===== src/rtl/prog_pkg.sv =====
// ============================================================================
// prog_pkg : shared types, address map and Hamming(16,11) helpers for prog_unit
// Rev 1.0
// ============================================================================
`default_nettype none

package prog_pkg;

  typedef enum logic [2:0] {
    ST_IDLE   = 3'd0,
    ST_P1_RUN = 3'd1,
    ST_P2_RUN = 3'd2,
    ST_P3_RUN = 3'd3,
    ST_DONE   = 3'd4
  } state_t;

  typedef enum logic [1:0] {
    PROG_P1 = 2'd0,
    PROG_P2 = 2'd1,
    PROG_P3 = 2'd2
  } prog_t;

  localparam logic [7:0] P1_IN  = 8'd0;
  localparam logic [7:0] P1_OUT = 8'd30;
  localparam logic [7:0] P2_IN  = 8'd64;
  localparam logic [7:0] P2_OUT = 8'd94;
  localparam logic [7:0] STR    = 8'd128;
  localparam logic [7:0] PAT    = 8'd160;
  localparam logic [7:0] RES    = 8'd192;

  function automatic prog_t next_prog(input prog_t p);
    case (p)
      PROG_P1: next_prog = PROG_P2;
      PROG_P2: next_prog = PROG_P3;
      default: next_prog = PROG_P1;
    endcase
  endfunction

  // d11[0] is d1; the code word bit index equals the Hamming position.
  function automatic logic [15:0] hamming_encode(input logic [10:0] d11);
    logic [11:1] d;
    logic [15:0] w;
    d       = d11;
    w[15:9] = d[11:5];
    w[8]    = ^d[11:5];
    w[7:5]  = d[4:2];
    w[4]    = ^{d[11:8], d[4:2]};
    w[3]    = d[1];
    w[2]    = ^{d[11:10], d[7:6], d[4:3], d[1]};
    w[1]    = ^{d[11], d[9], d[7], d[5], d[4], d[2], d[1]};
    w[0]    = ^w[15:1];
    return w;
  endfunction

  function automatic logic [3:0] hamming_syndrome(input logic [15:0] w16);
    logic [3:0] s;
    s = 4'd0;
    for (int j = 1; j < 16; j++) begin
      if (w16[j]) s = s ^ 4'(j);
    end
    return s;
  endfunction

  // Single-error correction followed by data extraction, d[0] = d1.
  function automatic logic [10:0] hamming_decode(input logic [15:0] w16);
    logic [3:0]  s;
    logic [15:0] w;
    s = hamming_syndrome(w16);
    w = w16;
    if (s != 4'd0) w[s] = ~w[s];
    return {w[15:9], w[7:5], w[3]};
  endfunction

endpackage

`default_nettype wire


===== src/rtl/data_mem.sv =====
// ============================================================================
// data_mem : 256x8 data memory, combinational read, synchronous write
// Rev 1.0
// ============================================================================
`default_nettype none

module data_mem (
  input  logic       clk,
  input  logic       we_i,
  input  logic [7:0] waddr_i,
  input  logic [7:0] wdata_i,
  input  logic [7:0] raddr_i,
  output logic [7:0] rdata_o
);

  logic [7:0] core [0:255];

  always_ff @(posedge clk) begin
    if (we_i) core[waddr_i] <= wdata_i;
  end

  assign rdata_o = core[raddr_i];

endmodule

`default_nettype wire


===== src/rtl/prog_unit.sv =====
// ============================================================================
// prog_unit : sequences P1 (SECDED encode), P2 (SEC decode), P3 (pattern count)
// Rev 1.0
// ============================================================================
`default_nettype none

module prog_unit
  import prog_pkg::*;
#(
  parameter int NUM_MSG   = 15,
  parameter int STR_BYTES = 32
) (
  input  logic clk,
  input  logic reset,
  input  logic req,
  output logic ack
);

  state_t     state_q;
  prog_t      prog_q;
  logic       ack_q;
  logic [6:0] idx_q;
  logic [1:0] phase_q;
  logic [7:0] lo_q, hi_q, prev_q;
  logic [7:0] ctb_q, cto_q, cts_q;
  logic [4:0] pat_q;

  logic        wr_en;
  logic [7:0]  rd_addr, rd_data, wr_addr, wr_data;
  logic [15:0] enc;
  logic [10:0] dec;
  logic [15:0] pair;
  logic [2:0]  in_cnt, cross_cnt;

  data_mem dm1 (
    .clk     (clk),
    .we_i    (wr_en),
    .waddr_i (wr_addr),
    .wdata_i (wr_data),
    .raddr_i (rd_addr),
    .rdata_o (rd_data)
  );

  assign ack  = ack_q;
  assign enc  = hamming_encode({rd_data[2:0], lo_q});
  assign dec  = hamming_decode({rd_data, lo_q});
  assign pair = {prev_q, rd_data};

  // In-byte windows start at bits 0..3; windows straddling into the previous byte start at 4..7.
  always_comb begin
    in_cnt    = 3'd0;
    cross_cnt = 3'd0;
    for (int t = 0; t < 4; t++) begin
      if (rd_data[t +: 5] == pat_q) in_cnt = in_cnt + 3'd1;
    end
    for (int t = 4; t < 8; t++) begin
      if (idx_q != 7'd0 && pair[t +: 5] == pat_q) cross_cnt = cross_cnt + 3'd1;
    end
  end

  always_comb begin
    rd_addr = 8'd0;
    wr_en   = 1'b0;
    wr_addr = 8'd0;
    wr_data = 8'd0;
    case (state_q)
      ST_P1_RUN, ST_P2_RUN: begin
        case (phase_q)
          2'd0: rd_addr = ((state_q == ST_P1_RUN) ? P1_IN : P2_IN) + {idx_q, 1'b0};
          2'd1: begin
            rd_addr = ((state_q == ST_P1_RUN) ? P1_IN : P2_IN) + {idx_q, 1'b1};
            wr_en   = 1'b1;
            wr_addr = ((state_q == ST_P1_RUN) ? P1_OUT : P2_OUT) + {idx_q, 1'b0};
            wr_data = (state_q == ST_P1_RUN) ? enc[7:0] : dec[7:0];
          end
          2'd2: begin
            wr_en   = 1'b1;
            wr_addr = ((state_q == ST_P1_RUN) ? P1_OUT : P2_OUT) + {idx_q, 1'b1};
            wr_data = hi_q;
          end
          default: ;
        endcase
      end
      ST_P3_RUN: begin
        case (phase_q)
          2'd0: rd_addr = PAT;
          2'd1: rd_addr = STR + {1'b0, idx_q};
          2'd2: begin
            wr_en   = 1'b1;
            wr_addr = RES + {1'b0, idx_q};
            wr_data = (idx_q == 7'd0) ? ctb_q : (idx_q == 7'd1) ? cto_q : cts_q;
          end
          default: ;
        endcase
      end
      default: ;
    endcase
  end

  always_ff @(posedge clk) begin
    if (!reset) begin
      state_q <= ST_IDLE;
      prog_q  <= PROG_P1;
      ack_q   <= 1'b0;
      idx_q   <= 7'd0;
      phase_q <= 2'd0;
    end else begin
      case (state_q)
        ST_IDLE: begin
          if (req) begin
            ack_q   <= 1'b0;
            idx_q   <= 7'd0;
            phase_q <= 2'd0;
            case (prog_q)
              PROG_P1: state_q <= ST_P1_RUN;
              PROG_P2: state_q <= ST_P2_RUN;
              default: state_q <= ST_P3_RUN;
            endcase
          end
        end
        ST_P1_RUN, ST_P2_RUN: begin
          case (phase_q)
            2'd0: begin
              lo_q    <= rd_data;
              phase_q <= 2'd1;
            end
            2'd1: begin
              hi_q    <= (state_q == ST_P1_RUN) ? enc[15:8] : {5'd0, dec[10:8]};
              phase_q <= 2'd2;
            end
            default: begin
              if (idx_q == 7'(NUM_MSG - 1)) begin
                state_q <= ST_DONE;
                ack_q   <= 1'b1;
                prog_q  <= next_prog(prog_q);
              end else begin
                idx_q   <= idx_q + 7'd1;
                phase_q <= 2'd0;
              end
            end
          endcase
        end
        ST_P3_RUN: begin
          case (phase_q)
            2'd0: begin
              pat_q   <= rd_data[4:0];
              ctb_q   <= 8'd0;
              cto_q   <= 8'd0;
              cts_q   <= 8'd0;
              idx_q   <= 7'd0;
              phase_q <= 2'd1;
            end
            2'd1: begin
              ctb_q  <= ctb_q + {5'd0, in_cnt};
              cto_q  <= cto_q + {7'd0, |in_cnt};
              cts_q  <= cts_q + {5'd0, in_cnt} + {5'd0, cross_cnt};
              prev_q <= rd_data;
              if (idx_q == 7'(STR_BYTES - 1)) begin
                idx_q   <= 7'd0;
                phase_q <= 2'd2;
              end else begin
                idx_q <= idx_q + 7'd1;
              end
            end
            default: begin
              if (idx_q == 7'd2) begin
                state_q <= ST_DONE;
                ack_q   <= 1'b1;
                prog_q  <= next_prog(prog_q);
              end else begin
                idx_q <= idx_q + 7'd1;
              end
            end
          endcase
        end
        ST_DONE: state_q <= ST_IDLE;
        default: state_q <= ST_IDLE;
      endcase
    end
  end

endmodule

`default_nettype wire


===== config.mk =====
export PLATFORM = sky130hd
export DESIGN_NAME = prog_unit
export DESIGN_NICKNAME = d
export VERILOG_FILES = /design/src/rtl/prog_pkg.sv /design/src/rtl/data_mem.sv /design/src/rtl/prog_unit.sv
export SDC_FILE = /design/constraint.sdc
export NUM_CORES = 1
export LEC_CHECK = 0
export CORE_MARGIN = 1.5
export CORE_UTILIZATION = 40
export CTS_CLUSTER_DIAMETER = 80
export DETAILED_ROUTE_END_ITERATION = 8
export PLACE_DENSITY = 0.67
export SYNTH_ARGS = -nofsm -noshare
export SYNTH_HDL_FRONTEND = slang
export SYNTH_HIERARCHICAL = 1
export SYNTH_SLANG_ARGS = --single-unit

===== constraint.sdc =====
create_clock -name clk -period 2.1 [get_ports clk]
set_input_delay 0.21 -clock clk [delete_from_list [all_inputs] [get_ports clk]]
set_output_delay 0.21 -clock clk [all_outputs]
set_load 0.03 [all_outputs]

==> impl_metrics.toml, run 1 <==
[outcome]
outcome = "finished, final reports clean"

[global_route]
grt_first_pass_wirelength_um = 3220
grt_start_max_net_pins = 14
antenna_found_initial = 0
grt_pass1_vias = 743
grtUsageTotal = 0.161
overflow = 0

[floorplan]
start_util = 0.426
die_w_um = 51.6
dieArea_mm2 = 0.00266
num_rows = 17
ioPinCount = 4
core_mm2 = 0.00221
fp.dieH_um = 51.6

[logic_synthesis]
seq_area_frac_synth = 0.318
synth_area_per_cell_um2 = 8.42
syn_area_um2 = 943
yosysTopAreaCell = "dfxtp_1"
synth_top_flop_cell = "dfxtp_1"
yosysWarningCount = 6
synth-edff-count = 0
ys_ff_latch = 15
async_flop_share = 0
postSynthCellCount = 112
synthesis.nets = 117
synth.distinct_cells = 41
synth_top_cell_area_share = 0.318
netlist_top_cells_area = "dfxtp_1 (32%), nand2_1 (4.8%), a21oi_1 (3.7%), mux2i_1 (3.2%), a2111oi_4 (2.9%)"

[drt]
ant_nets = 0
totalWireLength_um = 1850
first_pass_iters = 4
wl_per_cell_um = 13.0
viasPerCell = 5.53
drc = 0
drt_iter0_markers = 19
via_count = 785

[sta]
rsz0062_at_grt = "no"
slew_headroom = 0.678
fin_crit_sh = 0.906
max_freq_mhz = 525
hold_violations = 0
setup_violations = 0
worstMarginPinSlew_ps = 478
tns_ps = 0
finalMaxSlewViolations = 0
fin_crit_ps = 1900
clock_skew_ps = 2.31

[pwr]
power.internal_mw = 0.504
seq_power_share = 0.427
p_per_area_mw_per_mm2 = 788
p_clk_frac = 0.209
power_frac_comb = 0.363
p_leak_nw = 0.325
switchingPower_mw = 0.297
ir_worst_vdd_v = 0.000599
sw_frac_of_total = 0.371

[layout]
fin_nets = 120
diodes = 0
drive_gt1_frac = 0.167
syn_to_final_growth_pct = 7.83
fin_cells = 142
nFillCells = 234

[worst_setup_path]
cp-end-kind = "flip-flop"
crit_fanout = 11
cp-start-kind = "flip-flop"
required_ps = 2280
path_class = "reg -> reg"
cp_top_family = "simple AND/OR/NAND/NOR gates"
max_stage_delay_ps = 380
crit_path_cell_trace = "inv_1 -> ha_1 -> nor4b_4 -> a21boi_1 -> o221ai_4 -> nand2b_1 -> o22ai_1"
crit_buf_inv = 1
cp.arrival_ps = 2090
worst_path_max_delay_cell = "nor4b_4"

[worst_hold_path]
hp-class = "reg -> reg"

[clock_network]
clkTransAtPathRegs_ps = 90
clkSinkCount = 15
cts_tree = "yes"
clockRootBuffer = "clkbuf_4"
cts_buffer_depth = 2
tritoncts.num_buffers = 3
clk-insertion-delay-late_ps = 290
htreeDepth = 1
cts_setup_buffers = 0

[placement]
portBuffers = 3
place_hpwl_um = 1380
dp_cells = 138
gp_congestion = 0.808

[run]
maxCapViolCount = 0
## registers in the layout, summed over array words and instances, names as in the netlist
name / flops
idx_q: 7
ack: 1
prog_q: 2
state_q: 3
phase_q: 2
## stage by stage
step	area [um2]	util	hold WS, ps	total power [mW]	setup WS, ps
after global placement	978	0.442	489	0.616	228
after detailed placement	978	0.442	512	0.625	157
final	1020	0.460	525	0.801	196
after floorplan	943	-	473	0.602	396
after global routing	1020	0.460	549	0.858	5.59
after CTS	1010	0.455	523	0.794	141
## cell usage in the layout (no fill, tap or decap), types with 4 or more instances in the layout
cell type,count
nand2_1,12
nor2_1,7
nor3_1,4
o21ai_0,5
a21oi_1,7
dfxtp_1,15
## final cells by class
type	instances	area, um2	area share
multi-input cells	88	606	0.595
flip-flops and latches	15	300	0.295
repair buffers	4	37.5	0.0369
well taps	28	35.0	0.0344
clock buffers	3	22.5	0.0221
inverters	3	11.3	0.0111
clock inverters	1	5.00	0.00492
## cell usage after synthesis, types with 2 or more instances
library cell / n
a21boi_1: 2
a21oi_1: 7
a21oi_2: 2
and2_1: 3
buf_4: 2
clkbuf_1: 3
dfxtp_1: 15
ha_1: 2
inv_1: 3
mux2i_1: 3
nand2_1: 12
nand2b_1: 3
nand3_1: 3
nand3b_1: 3
nand4_1: 3
nand4b_1: 2
nor2_1: 7
nor2b_1: 2
nor3_1: 4
o21ai_0: 5
o22ai_1: 3
or2_2: 2
or3_1: 2
or3b_2: 2
## per-layer routing
metal,wire length (um),share of wire,global-route usage,up-vias
met1,836,0.45,0.204,357
met4,14,0.0076,0.0395,0
met5,0,0,0,-
met2,912,0.49,0.265,17
met3,86,0.046,0.0517,2
li1,-,-,-,409
## power groups by stage
stage	clock network (mW)	logic, mW	registers, mW
floorplan	0	0.278	0.323
CTS	0.175	0.277	0.341
detailed placement	0	0.278	0.348
finish	0.168	0.291	0.342
global placement	0	0.271	0.345
global route	0.186	0.326	0.346
## path summary, 6_finish.rpt
path / startpoint / endpoint / slack [ps] / cells after the start
hold reg to reg: idx_q[3] / idx_q[3] / 520 / 2
setup reg to reg: idx_q[0] / idx_q[5] / 200 / 7
setup / recovery: idx_q[0] / idx_q[5] / 200 / 7
hold / removal: idx_q[3] / idx_q[3] / 520 / 2
## tightest hold or removal path: stages (launching register included)
cell and delay, ps:
dfxtp_1 350, nand2_1 70, o22ai_1 60
## logic make-up (layout without fill, tap and decap cells)
kind of cell    after synthesis  in the layout  share of synthesized area
xor+xnor                      1              1                    0.00929
mux                           3              3                     0.0318
buf+inv                       9             11                     0.0517
fa+ha+maj                     2              2                     0.0265
compound gates               25             25                      0.198
simple gates                 57             57                      0.365
flops                        15             15                      0.318
## repair_timing
action	CTS	global route
setup endpoints to repair	0	6
hold endpoints to repair	0	0
resized for setup	0	1
hold buffers	0	0
No activity file was read; power rests on OpenSTA's default activity.
==> run 2, diff against run 1 <==
--- a/config.mk
+++ b/config.mk
@@ -14,3 +14,4 @@
 export SYNTH_HDL_FRONTEND = slang
 export SYNTH_HIERARCHICAL = 1
 export SYNTH_SLANG_ARGS = --single-unit
+export TNS_END_PERCENT = 30
==> results of run 2 <==
No change in the layout: final DEF, timing and power equal those of run 1.
==> run 3, diff against run 2 <==
--- a/config.mk
+++ b/config.mk
@@ -10,6 +10,7 @@
 export CTS_CLUSTER_DIAMETER = 80
 export DETAILED_ROUTE_END_ITERATION = 8
 export PLACE_DENSITY = 0.67
+export SLEW_MARGIN = 25
 export SYNTH_ARGS = -nofsm -noshare
 export SYNTH_HDL_FRONTEND = slang
 export SYNTH_HIERARCHICAL = 1
==> results of run 3 <==
No change in the layout: final DEF, timing and power equal those of run 1.
